File: src/rtl/wb_arbiter.sv
// Writeback arbiter: merges ALU and load results into one in-order queue and
// drains one entry per cycle onto the register file write port.
module wb_arbiter #(
  parameter int unsigned DEPTH  = 4,
  parameter int unsigned DATA_W = 32
) (
  input  logic                     clk,
  input  logic                     rst,
  input  logic                     alu_valid,
  output logic                     alu_ready,
  input  logic [4:0]               alu_rd,
  input  logic [DATA_W-1:0]        alu_data,
  input  logic                     mem_valid,
  output logic                     mem_ready,
  input  logic [4:0]               mem_rd,
  input  logic [DATA_W-1:0]        mem_data,
  input  logic                     wb_stall,
  output logic                     write_enable,
  output logic [4:0]               write_reg,
  output logic [DATA_W-1:0]        wb_data,
  output logic [31:0]              pending,
  output logic [$clog2(DEPTH):0]   fifo_count
);

  localparam int unsigned PtrW = $clog2(DEPTH);
  localparam int unsigned CntW = PtrW + 1;

  logic [4:0]        rd_mem   [DEPTH];
  logic [DATA_W-1:0] data_mem [DEPTH];

  logic [PtrW-1:0] wr_ptr_q, wr_ptr_d;
  logic [PtrW-1:0] rd_ptr_q, rd_ptr_d;
  logic [CntW-1:0] count_q, count_d;

  logic              full, empty;
  logic              push_mem, push_alu, push, pop;
  logic [4:0]        push_rd;
  logic [DATA_W-1:0] push_data;
  logic [DEPTH-1:0]  occupied;

  assign full  = (count_q == CntW'(DEPTH));
  assign empty = (count_q == '0);

  // Ready never looks at this cycle's pop, so a full queue stalls producers
  // for a cycle even when it drains.
  assign mem_ready = !rst && !full;
  assign alu_ready = !rst && !full && !mem_valid;

  assign push_mem  = mem_valid && mem_ready;
  assign push_alu  = alu_valid && alu_ready;
  assign push_rd   = push_mem ? mem_rd : alu_rd;
  assign push_data = push_mem ? mem_data : alu_data;
  // Writes to x0 are acknowledged but dropped.
  assign push      = (push_mem || push_alu) && (push_rd != 5'd0);
  assign pop       = !rst && !empty && !wb_stall;

  always_comb begin
    wr_ptr_d = wr_ptr_q;
    rd_ptr_d = rd_ptr_q;
    count_d  = count_q;
    if (push) wr_ptr_d = wr_ptr_q + PtrW'(1);
    if (pop)  rd_ptr_d = rd_ptr_q + PtrW'(1);
    unique case ({push, pop})
      2'b10:   count_d = count_q + CntW'(1);
      2'b01:   count_d = count_q - CntW'(1);
      default: count_d = count_q;
    endcase
  end

  always_ff @(posedge clk) begin
    if (rst) begin
      wr_ptr_q <= '0;
      rd_ptr_q <= '0;
      count_q  <= '0;
    end else begin
      wr_ptr_q <= wr_ptr_d;
      rd_ptr_q <= rd_ptr_d;
      count_q  <= count_d;
    end
  end

  // Payload storage needs no reset; occupancy is tracked by the pointers.
  always_ff @(posedge clk) begin
    if (!rst && push) begin
      rd_mem[wr_ptr_q]   <= push_rd;
      data_mem[wr_ptr_q] <= push_data;
    end
  end

  always_comb begin
    occupied = '0;
    for (int i = 0; i < int'(DEPTH); i++) begin
      logic [PtrW-1:0] offset;
      offset = PtrW'(i) - rd_ptr_q;
      occupied[i] = ({1'b0, offset} < count_q);
    end
  end

  always_comb begin
    pending = '0;
    for (int i = 0; i < int'(DEPTH); i++) begin
      if (occupied[i]) pending[rd_mem[i]] = 1'b1;
    end
    pending[0] = 1'b0;
    if (rst) pending = '0;
  end

  always_comb begin
    write_enable = pop;
    write_reg    = '0;
    wb_data      = '0;
    if (pop) begin
      write_reg = rd_mem[rd_ptr_q];
      wb_data   = data_mem[rd_ptr_q];
    end
  end

  assign fifo_count = count_q;

endmodule

File: config.mk
export PLATFORM = sky130hd
export DESIGN_NAME = wb_arbiter
export DESIGN_NICKNAME = d
export VERILOG_FILES = /design/src/rtl/wb_arbiter.sv
export SDC_FILE = /design/constraint.sdc
export NUM_CORES = 1
export LEC_CHECK = 0
export BUFFER_PORTS_ARGS = -buffer_cell sky130_fd_sc_hd__buf_2
export CORE_AREA = 2 2 130 132
export DETAILED_ROUTE_END_ITERATION = 6
export DIE_AREA = 0 0 132 134
export PLACE_DENSITY_LB_ADDON = 0.3
export SLEW_MARGIN = 25
export SYNTH_ARGS = -nofsm -noshare
export SYNTH_HDL_FRONTEND = slang
export SYNTH_SLANG_ARGS = --single-unit
File: constraint.sdc
create_clock -name clk -period 2.29 [get_ports clk]
set_input_delay 0.1145 -clock clk [delete_from_list [all_inputs] [get_ports clk]]
set_output_delay 0.1145 -clock clk [all_outputs]
set_load 0.005 [all_outputs]
---- Yosys cells after proc, flatten, opt, wreduce, memory -nomap -nowiden ----
Memories as Yosys holds them, arrays and structs flattened. A register that Yosys moved wholly into a read port is not among the register bits.
Index checks and enable logic that the tools add are counted.
storage, ports and cells
  bits in registers ....................... 7
  latch bits .............................. 0
  RAM bits ................................ 148
  ROM bits ................................ 0
  bits of input ports ..................... 79
  output and inout port bits .............. 75
  word-level logic and storage cells ...... 76
  memories kept ........................... 2
memory list
  memory    depth  bits a word  read ports  clocked after Yosys merged registers in  wr ports  line  source
  data_mem  4      32           1           1                                        1         29    logic [DATA_W-1:0] data_mem [DEPTH];
  rd_mem    4      5            5           1                                        1         28    logic [4:0] rd_mem [DEPTH];
operators by class
  add/subtract/negate cells ............... 8
  $mul .................................... 0
  divide/modulo/power cells ............... 0
  magnitude comparators ................... 12
  equality and inequality tests ........... 3
  shift operators ......................... 0
  mux-type cells .......................... 24
  bitwise operators ....................... 3
  reduce and logical (&&, ||, !) cells .... 21
operators with widths
  kind                                                 number
  two-way mux 32 bit                                   7
  OR 32 bit                                            3
  < comparator 5 x 6 -> 1 bit, second input constant   4
  demux 1 bit (select 5 bit)                           4
  >= comparator 5 x 1 -> 1 bit, second input constant  4
  logical AND 1 bit                                    12
  < comparator 2 x 3 -> 1 bit                          4
  two-way mux 5 bit                                    2
  two-way mux 2 bit                                    4
  two-way mux 1 bit                                    6
  case mux 3 bit (2 select lines)                      1
  logical NOT 1 bit                                    5
  nonzero test 5 bit                                   1
  adder 2 x 1 -> 2 bit, second input constant          2
  subtractor 1 x 2 -> 2 bit, first input constant      2
  subtractor 2 bit, first input constant               2
  adder 3 x 1 -> 3 bit, second input constant          1
  == test 3 bit, second input constant                 1
  logical NOT 3 bit                                    1
  subtractor 3 x 1 -> 3 bit, second input constant     1
  == test 2 x 1 -> 1 bit, second input constant        1
  == test 2 bit, second input constant                 1
  nonzero test 2 bit                                   1
  logical OR 1 bit                                     1

---- Logic depth before layout (Yosys ltp) ----
Gate-level depths: netlist (run 1).
  depth after elaboration ................. 12
  gate-level depth with buffers ........... 12
  gate-level depth less buffers ........... 10

---- Worst setup path after synthesis (run 1) ----
OpenSTA, ideal clock, no wires.
  kind .................................... reg2reg
  from .................................... register count_q[0] (netlist: fifo_count[0])
  to ...................................... register count_q[2] (netlist: fifo_count[2])
  setup time .............................. 0.071 ns
  arrival ................................. 2.472 ns
  data required time ...................... 2.219 ns
  slack ................................... -0.253 ns
  stages on the path, launching flop included .. 13
  path buffers ............................ 2
  clock period less this slack ............ 2.543 ns
  cell sequence ........................... dfxtp_1 > buf_2 > or3b_1 > and2_1 > buf_2 > o21a_1 > inv_1 > ha_1 > inv_1 > fa_1 > xor2_1 > or3_1 > a21oi_1
between the ends
  cells in the longest elaborated chain, start to end .. 9
  elaborated cells between the ends (all ways) .. 20
  those cells by class .................... add/sub: 2; eq/ne: 3; mux: 2; reduce/logical: 13
ends and longest elaborated chain
  element                                                                line    source
  from (decl)                                                            33      logic [CntW-1:0] count_q, count_d;
  from (signal assigned)                                                 78      count_q <= count_d;
  == test 3 bit (*)                                                      41      assign full = (count_q == CntW'(DEPTH));
  logical NOT 1 bit (*)                                                  46      assign mem_ready = !rst && !full;
  logical AND 1 bit (*)                                                  46
  via mem_ready                                                          14      output logic mem_ready,
  logical AND 1 bit (on tied branches)                                   49, 47
  two-way mux 5 bit or logical AND 1 bit (tied branches)                 51, 50
  nonzero test 5 bit or logical OR 1 bit (tied branches)                 54      assign push = (push_mem || push_alu) && (push_rd != 5'd0);
  logical AND 1 bit (*)                                                  54
  == test 2 x 1 -> 1 bit or == test 2 bit (tied branches)                63      unique case ({push, pop})
  case mux 3 bit (2 select lines) or nonzero test 2 bit (tied branches)  -
The timed path passes the listed nets; every way through them passes the cells marked *.
A chain may end at the register's enable or synchronous reset.

---- Worst setup path after layout (run 1) ----
  from .................................... register rd_ptr_q[0]
  to ...................................... output pending[17]
between the ends
  cells in the longest elaborated chain, start to end .. 10
  elaborated cells between the ends (all ways) .. 16
  those cells by class .................... add/sub: 4; order compare: 4; mux: 5; bitwise: 3
ends and longest elaborated chain
  element                      line  source
  from (decl)                  32    logic [PtrW-1:0] rd_ptr_q, rd_ptr_d;
  from (signal assigned)       77    rd_ptr_q <= rd_ptr_d;
  subtractor 1 x 2 -> 2 bit    94    offset = PtrW'(i) - rd_ptr_q;
  < comparator 2 x 3 -> 1 bit  95    occupied[i] = ({1'b0, offset} < count_q);
  two-way mux 32 bit           102   if (occupied[i]) pending[rd_mem[i]] = 1'b1;
  OR 32 bit (no line)          -
  two-way mux 32 bit           102
  OR 32 bit (no line)          -
  two-way mux 32 bit           102
  OR 32 bit (no line)          -
  two-way mux 32 bit (*)       102
  two-way mux 32 bit (*)       105   if (rst) pending = '0;
  to (decl)                    21    output logic [31:0] pending,
Every way passes the cells marked *; elsewhere a longest branch is shown, timed or not.

==> Flow_metrics.wiki, run 1 <==
{| class="wikitable"
! Metric !! Value
|-
| Synthesized area divided by synthesized cell count || 14.67 um^2
|-
| Buffer type at the clock tree root || clkbuf_16
|-
| Largest buffer count on any clock path || 2
|-
| Total setup violations reported at the end of the flow || 31
|-
| Area share of the leading cell type in the synthesized netlist || 54.48%
|-
| Result of the run || finished, violations left
|-
| Via count of the first global-routing pass || 6,204
|-
| Routability cong. || 0.9334
|-
| Met2 wirelength from detailed routing || 11.63 mm
|-
| Overflow left after global routing || 0
|-
| Synthesized flop and latch total || 157
|-
| Cells after Synth || 556
|-
| Number of distinct standard cells referenced by the synthesized netlist || 54
|-
| Top metal layer carrying routed signals || met4
|-
| Final TNS setup || -2.731 ns
|-
| Post-layout net count || 848
|-
| Detailed-route via count || 5,856
|-
| Maximum capacitance violations || 0
|-
| Ys flop type || edfxtp_1
|-
| Number of endpoints with negative hold slack in the final report || 0
|-
| Leakage Power || 4.050 nW
|-
| Antenna violations before repair || 0
|-
| Die span in y || 134 um
|-
| Floorplan die area || 17,690 um^2
|-
| Share of the yosys chip area belonging to registers || 56.69%
|-
| Series of cell instances along the critical path || xnor2_4 -> inv_2 -> ha_4 -> and2b_2 -> a211oi_4 -> nand2_1 -> o221ai_2 -> buf_2
|-
| Area used by sequential logic in the layout || 4634 um^2
|-
| Power density relative to cell area || 769.0 nW/um^2
|-
| Via density per instance || 5.903
|-
| Post-Synthesis Cell Area || 8158 um^2
|-
| Achievable frequency || 406.9 MHz
|-
| FF-to-FF setup slack || -0.02 ns
|-
| FP Rows || 47
|-
| Diodes inserted || 0
|-
| Transition at the pin with the smallest max-transition slack || 0.5786 ns
|-
| Number of buffers added by the clock tree synthesis step || 17
|-
| Core region area || 16,290 um^2
|-
| DRC viols || 0
|-
| Area of combinational cells with multiple inputs || 3603 um^2
|-
| Clock tree from TritonCTS || done
|-
| Global router's overall resource usage || 25.47%
|-
| Worst hold path depth || 2
|-
| Maximum number of pins on one net before global-route repair || 44
|-
| Final HPWL from detailed placement || 15.39 mm
|-
| Slowest cell on the critical path || dfxtp_2
|-
| Post-route fraction of the period consumed by the critical path || 107.3%
|-
| Count of input and output buffers || 152
|-
| End of the worst register-to-register path || fifo_count[2]
|-
| Fraction of synthesis flops using an asynchronous set or reset pin || 0%
|-
| Net count of the mapped netlist || 645
|-
| Post-synth EDFFs || 148
|-
| Detailed-route wire length on metal 1 || 8.401 mm
|-
| Filler instances || 1,200
|-
| Starting utilization of the core area || 50.08%
|-
| Worst reg-to-reg path cell count || 11
|-
| Clock Sink Count || 157
|-
| Worst hold slack || 0.02770 ns
|-
| Fin Clk Skew || 0.008383 ns
|-
| Violations in the final reports || setup timing
|-
| Skew-Pair Late Insertion Delay || 0.42 ns
|-
| Detailed Routing Iterations Pass 1 || 5
|-
| Reg-to-reg critical path startpoint || fifo_count[1]
|-
| Post-synthesis to final-layout area growth || 30.08%
|-
| Detail Route Antenna Nets || 0
|-
| I/O pin cnt || 154
|-
| Beginning of the worst hold path || alu_data[27]
|-
| Share of layout cells above drive strength 1 || 50.78%
|-
| Final routed wire length divided by cell count || 22.28 um
|-
| Max FO, Critical Path || 3
|-
| Chip Width || 132 um
|-
| Period minus WS final || 2.458 ns
|-
| Largest stage delay, worst path || 0.35 ns
|-
| Largest area contributor in the netlist || edfxtp_1
|-
| Htree depth || 4
|-
| Final setup margin || -0.1676 ns
|-
| Worst hold path type || input port to register
|-
| Total Routed Length || 22.10 mm
|-
| Hold endpoint || data_mem[0][27]
|-
| Tightest slew margin relative to the limit || 61.43%
|-
| Max-slew violation count || 0
|-
| Unrepaired setup endpoints after global routing || yes
|-
| Top area cells in the synthesized netlist || edfxtp_1 (54%), mux4_2 (10%), mux2_4 (5.5%), and2_1 (3.4%), a32oi_1 (2.5%)
|-
| Worst endpoint data arrival time || 2.34 ns
|-
| Violation count after the first detailed-routing iteration || 356
|-
| First-pass GRT wire length || 34.28 mm
|-
| Data required time of the worst path || 2.18 ns
|-
| Worst setup SP type || register
|-
| IR drop worst, VDD || 0.5402 mV
|-
| Yosys warns || 0
|-
| Kind of end point of the critical path || output pin
|-
| WL met3 || 1.263 mm
|-
| Clk pin slew, worst setup/hold paths || 0.06 ns
|-
| Setup CP Type || register to output pin
|-
| Cell types with the highest counts after synthesis || edfxtp_1 (148), and2_1 (44), mux4_2 (37)
|-
| Most repeated cell in the gate-level netlist after synthesis || edfxtp_1
|-
| Hold-fix buffers, CTS || 0
|}
## critical path: cells and delay by family, from the launching register on
kind	cells	cell delay, ns
buffers and inverters	2	0.22
adders and majority gates	1	0.21
AOI/OAI and AO/OA	2	0.57
DFF	1	0.35
xor gates and xnor gates	1	0.20
and+or+nand+nor	2	0.39
## metal layers
layer	up-vias	global-route usage [%]
met5	-	0
met4	0	12.02
met3	64	4.800
met2	266	45.89
met1	2897	29.47
li1	2629	-
## kinds of logic (layout without fill, tap and decap cells)
| kind of cell | count (synthesis) | count (layout) | synth area share [%] |
|---|---|---|---|
| buffers and inverters | 48 | 264 | 3.022 |
| AOI/OAI and AO/OA | 81 | 81 | 8.988 |
| xor gates and xnor gates | 3 | 3 | 0.3221 |
| muxes | 77 | 77 | 17.10 |
| DFF | 157 | 157 | 56.69 |
| and+or+nand+nor | 179 | 179 | 12.21 |
| adders and majority gates | 10 | 10 | 1.626 |
| other | 1 | 1 | 0.04597 |
## worst max path at each step
stage,from,end
6_report,rd_ptr_q[0],pending[17]
5_1_grt,rd_ptr_q[0],pending[13]
4_1_cts,rd_ptr_q[0],pending[17]
3_5_place_dp,alu_rd[0],fifo_count[2]
3_3_place_gp,alu_rd[0],fifo_count[2]
2_1_floorplan,fifo_count[0],fifo_count[2]
## where the power goes
part           switching [mW]  internal [mW]  leakage [nW]
logic                   0.892          0.838          2.33
clock network            1.14           1.84         0.299
registers              0.0929           3.36          1.42
## through the flow
stage	total power [mW]	cell area, um^2	setup WS (ns)	instances	utilization (%)
global placement	4.965	9593	-0.1357	958	58.89
CTS	8.154	10540	-0.1471	994	64.67
detailed placement	5.004	9593	-0.1943	958	58.89
finish	8.161	10610	-0.1676	992	65.14
global route	8.456	10610	-0.2483	992	65.14
floorplan	4.398	8189	-0.1006	556	-
## state kept, by name (all words and copies together) (netlist names), named ones only
name	cells
data_mem	128
fifo_count	3
rd_mem	20
rd_ptr_q	2
wr_ptr_q	2
## layout make-up
| type | instances | area share [%] |
|---|---|---|
| Tap cell | 220 | 2.594 |
| Clock buffer | 17 | 4.009 |
| Sequential cell | 157 | 43.67 |
| Timing Repair Buffer | 216 | 13.22 |
| Clock inverter | 15 | 1.957 |
| Multi-Input combinational cell | 351 | 33.96 |
| Inverter | 16 | 0.5896 |
## timing repair
action | CTS | global route
cloned | 0 | 0
gates resized for setup | 63 | 16
pin swaps | 22 | 8
setup buffers | 5 | 1
setup endpoints to repair | 32 | 38
## placed cells by master (no fill, tap or decap), types with 6 or more instances in the layout
cell type and count:
nor2b_1 7, nand4_1 6, edfxtp_1 148, nand2b_1 8, mux4_2 37, buf_12 9, o211ai_1 16, buf_4 42
nand3_1 18, inv_1 11, nor2_1 18, clkbuf_16 17, nand2_2 6, nor3_1 11, nor3b_1 6, and2_1 39
buf_2 152, mux2_4 30, mux2_2 9, buf_6 13, a32oi_1 18, nand2_1 25
(Power assumes the default switching activity.)
==> inputs of run 2 (changes only) <==
==> constraint.sdc (replaced) <==
create_clock -name clk -period 2.29 [get_ports clk]
set_input_delay 0.3435 -clock clk [delete_from_list [all_inputs] [get_ports clk]]
set_output_delay 0.3435 -clock clk [all_outputs]
set_load 0.005 [all_outputs]
==> run 2 against run 1 <==
The run still ends with setup timing left. Sequential cell count is the same. Setup slack worse by 0.19 ns. Global-route usage grew 0.74 points. Wire length grew 5.1%. Core utilization up 2.7 points. Die area unchanged. Final area up 4.1%. Clock power hardly changed. First-iteration DRC count rose by 39%. Via count grew 3.2%.
==> Flow_metrics.wiki, run 2 (synthesis results as in run 1) <==
{| class="wikitable"
! Metric !! Value
|-
| Worst setup SP type || register
|-
| Worst hold path type || input port to register
|-
| Final non-filler cell total || 1,022 (+3.0%)
|-
| Fin Clk Skew || 0.01109 ns (+0.002704 ns)
|-
| I/O pin cnt || 154 (unchanged)
|-
| Largest buffer count on any clock path || 2 (unchanged)
|-
| Period minus WS final || 2.644 ns (+0.1861 ns)
|-
| Post-Route Utilization || 67.83% (+2.7 points)
|-
| Via density per instance || 5.916 (+0.21%)
|-
| Htree depth || 4 (unchanged)
|-
| Setup CP Type || register to output pin
|-
| Leading cell types in the layout, fill and taps excluded || edfxtp_1 (148), buf_2 (148), buf_4 (63)
|-
| Kind of end point of the critical path || output pin
|-
| Count of input and output buffers || 152 (unchanged)
|-
| Post-route fraction of the period consumed by the critical path || 115.4% (+8.1 points)
|-
| Placed cells || 972 (+1.5%)
|-
| Routability cong. || 1.017 (+9.0%)
|-
| DRC viols || 0 (unchanged)
|-
| Clock tree from TritonCTS || done
|-
| Total setup violations reported at the end of the flow || 32 (+3.2%)
|-
| Register with the most flip-flops || data_mem
|-
| Chip Width || 132 um (unchanged)
|-
| Worst endpoint data arrival time || 2.30 ns (-0.04 ns)
|-
| Skew-Pair Late Insertion Delay || 0.43 ns (about the same)
|-
| Number of endpoints with negative hold slack in the final report || 0 (unchanged)
|-
| Max FO, Critical Path || 4 (+1)
|-
| Floorplan die area || 17,690 um^2 (unchanged)
|-
| FP Rows || 47 (unchanged)
|-
| Diodes inserted || 0 (unchanged)
|-
| Number of flip-flops in the largest register || 128 (unchanged)
|-
| Power density relative to cell area || 753.8 nW/um^2 (-2.0%)
|-
| Achievable frequency || 378.3 MHz (-7.0%)
|-
| Starting utilization of the core area || 50.08% (unchanged)
|-
| Result of the run || finished, violations left
|-
| Antenna violations before repair || 0 (unchanged)
|-
| Post-layout net count || 878 (+3.5%)
|-
| Worst hold slack || 0.2084 ns (+0.1807 ns)
|-
| Unrepaired setup endpoints after global routing || yes
|-
| Number of buffers added by the clock tree synthesis step || 17 (unchanged)
|-
| Final HPWL from detailed placement || 15.76 mm (+2.4%)
|-
| Violation count after the first detailed-routing iteration || 496 (+39%)
|-
| Via count of the first global-routing pass || 6,319 (+1.9%)
|-
| Clock Sink Count || 157 (unchanged)
|-
| Detailed Routing Iterations Pass 1 || 5 (unchanged)
|-
| Total Routed Length || 23.23 mm (+5.1%)
|-
| Core region area || 16,290 um^2 (unchanged)
|-
| Tightest slew margin relative to the limit || 51.45% (-10 points)
|-
| Maximum number of pins on one net before global-route repair || 44 (unchanged)
|-
| Detail Route Antenna Nets || 0 (unchanged)
|-
| Post-layout instance area || 11,050 um^2 (+4.1%)
|-
| Buffer type at the clock tree root || clkbuf_16
|-
| Global router's overall resource usage || 26.21% (+0.74 points)
|-
| Max-slew violation count || 0 (unchanged)
|-
| Total power consumption of the routed design || 8.329 mW (+2.1%)
|-
| Post-synthesis to final-layout area growth || 35.44%
|-
| Area after detailed placement || 9732 um^2 (+1.4%)
|-
| Overflow left after global routing || 0 (unchanged)
|-
| Final setup margin || -0.3537 ns (-0.1861 ns)
|-
| Transition at the pin with the smallest max-transition slack || 0.7227 ns (+0.1441 ns)
|-
| Data required time of the worst path || 1.95 ns (-0.23 ns)
|-
| Detailed-route via count || 6,046 (+3.2%)
|-
| IR drop worst, VDD || 0.7651 mV (+42%)
|-
| Clk pin slew, worst setup/hold paths || 0.06 ns (about the same)
|-
| Leakage Power || 4.298 nW (+6.1%)
|-
| Share of layout cells above drive strength 1 || 55.74% (+5.0 points)
|-
| Die span in y || 134 um (unchanged)
|-
| First-pass GRT wire length || 35.36 mm (+3.2%)
|-
| Violations in the final reports || setup timing
|-
| Final routed wire length divided by cell count || 22.73 um (+2.0%)
|-
| Maximum capacitance violations || 0 (unchanged)
|}
## run 2: cell count changes in the layout (fill, tap and decap cells not counted), moves of 3 or more
cell      previous run  this run
mux2_4              30        33
buf_4               42        63
buf_2              152       148
and2_4               1        23
buf_6               13        18
a211oi_2             3         7
mux2_2               9         6
and2_1              39        17
nand2_2              6         3
a211oi_4             4         0
buf_12               9        13
## run 2: through the flow
step | setup TNS [ns] | setup WS [ns]
after floorplan | -0.1947 | -0.1947
after global placement | -2.516 | -0.4246
after detailed placement | -3.302 | -0.5112
after CTS | -8.461 | -0.3411
after global routing | -12.45 | -0.4402
final | -8.646 | -0.3537
## run 2: report_power, final
| part | leakage, nW | internal [mW] | switching, mW |
|---|---|---|---|
| sequential | 1.42 | 3.36 | 0.0877 |
| clock | 0.305 | 1.84 | 1.13 |
| combinational | 2.57 | 0.973 | 0.937 |
| total | 4.30 | 6.17 | 2.16 |
## run 2: critical path, stage by stage, from the launching register on
cell      delay [ns]
dfxtp_2         0.35
xnor2_4         0.20
inv_2           0.07
ha_4            0.22
and2b_1         0.18
a211oi_2        0.19
buf_4           0.20
buf_6           0.13
nand4_1         0.12
nand3_1         0.10
buf_2           0.12
## run 2: worst paths after layout
check / cells past startpoint / start / slack, ns / end
worst max-delay path: 10 / rd_ptr_q[0] / -0.35 / pending[13]
worst min-delay path: 2 / rst / 0.21 / fifo_count[1]
worst max register to register: 11 / fifo_count[1] / -0.11 / fifo_count[2]
worst min register to register: 2 / wr_ptr_q[0] / 0.53 / wr_ptr_q[0]
## run 2: metal layers
metal / up-vias / global-route usage [%] / part of all wire (%)
met2: 256 / 45.78 / 52
met4: 0 / 12.62 / 3.4
met3: 53 / 4.308 / 4.7
li1: 2685 / - / -
met5: - / 0 / 0
met1: 3052 / 31.90 / 39
## run 2: cell type report
cell class                      count  area, um^2
Fill cell                        1133        5240
Timing Repair Buffer              246        1769
Clock buffer                       17       425.4
Sequential cell                   157        4633
Multi-Input combinational cell    351        3671
Inverter                           16       65.06
Tap cell                          220       275.3
Clock inverter                     15       210.2
## run 2: timing repair
| action | in CTS | in global routing |
|---|---|---|
| endpoints found under the setup margin | 69 | 40 |
| gates resized for setup | 66 | 54 |
| buffers inserted | 8 | 8 |
| hold buffers | 0 | 0 |
| pin swaps | 34 | 25 |
| cloned | 0 | 3 |
==> inputs of run 3 (changes only) <==
--- a/config.mk
+++ b/config.mk
@@ -6,9 +6,9 @@
 export NUM_CORES = 1
 export LEC_CHECK = 0
 export BUFFER_PORTS_ARGS = -buffer_cell sky130_fd_sc_hd__buf_2
-export CORE_AREA = 2 2 130 132
+export CORE_AREA = 2 2 99 173
 export DETAILED_ROUTE_END_ITERATION = 6
-export DIE_AREA = 0 0 132 134
+export DIE_AREA = 0 0 101 175
 export PLACE_DENSITY_LB_ADDON = 0.3
 export SLEW_MARGIN = 25
 export SYNTH_ARGS = -nofsm -noshare
==> run 3 against run 2 <==
The run still ends with setup timing left. Setup slack worse by 0.063 ns. Non-clock buffer count up 8. Final area down 0.66%. Critical path depth down 1. Sequential cell count unchanged. Critical path type unchanged. Clock skew down 0.0022 ns. Core utilization down 0.45 points. Cell count down 2.0%.
==> Flow_metrics.wiki, run 3 (synthesis results as in run 1) <==
{| class="wikitable"
! Metric !! Value
|-
| Result of the run || finished, violations left
|-
| Violations in the final reports || setup timing
|-
| Tightest slew margin relative to the limit || 57.94% (+6.5 points)
|-
| Leakage Power || 4.290 nW (-0.20%)
|-
| Final routed wire length divided by cell count || 24.44 um (+7.5%)
|-
| Achievable frequency || 369.5 MHz (-2.3%)
|-
| FP Rows || 62 (+32%)
|-
| I/O pin cnt || 154 (unchanged)
|-
| Detailed-route via count || 6,144 (+1.6%)
|-
| Via count of the first global-routing pass || 6,450 (+2.1%)
|-
| Max-slew violation count || 0 (unchanged)
|-
| Overflow left after global routing || 0 (unchanged)
|-
| Number of buffers added by the clock tree synthesis step || 17 (unchanged)
|-
| WL met3 || 1.436 mm (+31%)
|-
| Detailed-route wire length on metal 1 || 7.817 mm (-15%)
|-
| Slowest cell on the critical path || a211oi_4
|-
| Post-Route Utilization || 67.38% (-0.45 points)
|-
| Violation count after the first detailed-routing iteration || 360 (-27%)
|-
| Buffer type at the clock tree root || clkbuf_16
|-
| Count of input and output buffers || 152 (unchanged)
|-
| Htree depth || 4 (unchanged)
|-
| Post-synthesis to final-layout area growth || 34.56%
|-
| Maximum capacitance violations || 0 (unchanged)
|-
| Period minus WS final || 2.707 ns (+0.06287 ns)
|-
| Detailed Routing Iterations Pass 1 || 5 (unchanged)
|-
| Detail Route Antenna Nets || 0 (unchanged)
|-
| Total Routed Length || 24.49 mm (+5.4%)
|-
| Final non-filler cell total || 1,002 (-2.0%)
|-
| Unrepaired setup endpoints after global routing || yes
|-
| Max FO, Critical Path || 4 (unchanged)
|-
| Total setup violations reported at the end of the flow || 32 (unchanged)
|-
| Routability cong. || 0.9784 (-3.8%)
|-
| Via density per instance || 6.132 (+3.6%)
|-
| Most frequent standard cell in the layout excluding fill and tap cells || buf_2
|-
| Total power consumption of the routed design || 8.250 mW (-0.96%)
|-
| Number of flip-flops in the largest register || 128 (unchanged)
|-
| Final setup margin || -0.4165 ns (-0.06287 ns)
|-
| Worst endpoint data arrival time || 2.36 ns (+0.06 ns)
|-
| Chip Width || 101 um (-23%)
|-
| Floorplan die area || 17,680 um^2 (about the same)
|-
| Worst setup SP type || register
|-
| Clock tree from TritonCTS || done
|-
| Share of layout cells above drive strength 1 || 54.07% (-1.7 points)
|-
| Leading cell types in the layout, fill and taps excluded || buf_2 (151), edfxtp_1 (148), buf_4 (70)
|-
| Post-layout net count || 886 (+0.91%)
|-
| Power density relative to cell area || 751.5 nW/um^2 (-0.30%)
|-
| Hold-fix buffers, CTS || 0 (unchanged)
|-
| Top metal layer carrying routed signals || met5
|-
| Core region area || 16,290 um^2 (about the same)
|-
| Clk pin slew, worst setup/hold paths || 0.07 ns (about the same)
|-
| Register with the most flip-flops || data_mem
|-
| Skew-Pair Late Insertion Delay || 0.41 ns (-0.02 ns)
|-
| Worst hold path type || input port to register
|-
| Global router's overall resource usage || 28.57% (+2.4 points)
|-
| Largest stage delay, worst path || 0.34 ns (about the same)
|-
| Final TNS setup || -9.886 ns (-1.241 ns)
|-
| Number of buffers and inverters on the critical path || 3 (-1)
|-
| Transition at the pin with the smallest max-transition slack || 0.6261 ns (-0.09658 ns)
|-
| Series of cell instances along the critical path || xnor2_2 -> buf_4 -> ha_4 -> nor2b_4 -> a211oi_4 -> buf_6 -> a32oi_1 -> o311ai_1 -> buf_2
|-
| Number of endpoints with negative hold slack in the final report || 0 (unchanged)
|-
| Starting utilization of the core area || 50.08% (about the same)
|-
| Post-route fraction of the period consumed by the critical path || 118.2% (+2.7 points)
|-
| Die span in y || 175 um (+31%)
|-
| Data required time of the worst path || 1.95 ns (about the same)
|-
| Final HPWL from detailed placement || 17.16 mm (+8.9%)
|-
| DRC viols || 0 (unchanged)
|-
| Clock Sink Count || 157 (unchanged)
|-
| First-pass GRT wire length || 36.83 mm (+4.2%)
|-
| Crit path max-delay family || compound AO/OA/AOI/OAI gates
|-
| IR drop worst, VDD || 0.8866 mV (+16%)
|-
| Kind of end point of the critical path || output pin
|-
| Setup CP Type || register to output pin
|-
| Fin Clk Skew || 0.008929 ns (-0.002159 ns)
|-
| Antenna violations before repair || 1 (+1)
|-
| Placed cells || 946 (-2.7%)
|-
| Maximum number of pins on one net before global-route repair || 38 (-14%)
|-
| Diodes inserted || 0 (unchanged)
|-
| Met2 wirelength from detailed routing || 13.71 mm (+13%)
|-
| Largest buffer count on any clock path || 2 (unchanged)
|}
run 3: cell count changes in the layout (fill, tap and decap cells not counted), moves of 4 or more:
cell / previous run / this run
and2_1: 17 / 35
and2_4: 23 / 5
buf_4: 63 / 70
inv_8: 2 / 6
run 3: worst reg2reg max path: cells and delay by family, from the launching register on:
family                   cells  cell delay (ns)
AND/OR/NAND/NOR              3             0.84
adder cells (fa/ha/maj)      2             0.46
flip-flops                   1             0.34
AO/OA/AOI/OAI                2             0.28
buffers and inverters        3             0.23
XOR/XNOR                     1             0.15
run 3: worst paths after layout:
| path | start | endpoint | slack (ns) | depth (start not counted) |
|---|---|---|---|---|
| worst max-delay path | rd_ptr_q[0] | pending[29] | -0.42 | 9 |
| worst min-delay path | alu_data[19] | data_mem[0][19] | 0.26 | 2 |
| worst max register to register | fifo_count[1] | fifo_count[2] | -0.09 | 11 |
| worst min register to register | wr_ptr_q[0] | wr_ptr_q[0] | 0.54 | 1 |
run 3: cell type report:
class | count | area [um^2]
multi-input combinational | 351 | 3608
sequential | 157 | 4634
fill | 1164 | 5314
clock inverter | 15 | 171.4
timing repair buffer | 254 | 1829
inverter | 16 | 67.56
tap | 192 | 240.2
clock buffer | 17 | 425.4
run 3: per-stage QoR:
| step | instance area, um^2 | setup slack, ns | hold slack (ns) |
|---|---|---|---|
| after floorplan | 8187 | -0.1947 | 0.4748 |
| after global placement | 9724 | -0.4297 | 0.4908 |
| after detailed placement | 9724 | -0.5485 | 0.5100 |
| after CTS | 10810 | -0.3781 | 0.2366 |
| after global routing | 10980 | -0.5020 | 0.2468 |
| final | 10980 | -0.4165 | 0.2576 |
run 3: routing by layer:
metal | vias up | track usage (%)
li1 | 2709 | -
met1 | 3001 | 29.64
met2 | 329 | 51.33
met3 | 103 | 5.040
met4 | 2 | 18.75
met5 | - | 0
run 3: repair_timing:
item	CTS	global route
pin swaps	44	15
gates resized for setup	80	21
hold endpoints to repair	0	0
setup endpoints to repair	69	52
gates cloned	3	0
buffers inserted	9	14
run 3: power by group:
part	internal, mW	switching (mW)	leakage [nW]
clock	1.57	1.23	0.298
combinational	1.03	0.972	2.57
sequential	3.36	0.0928	1.42
total	5.96	2.29	4.29
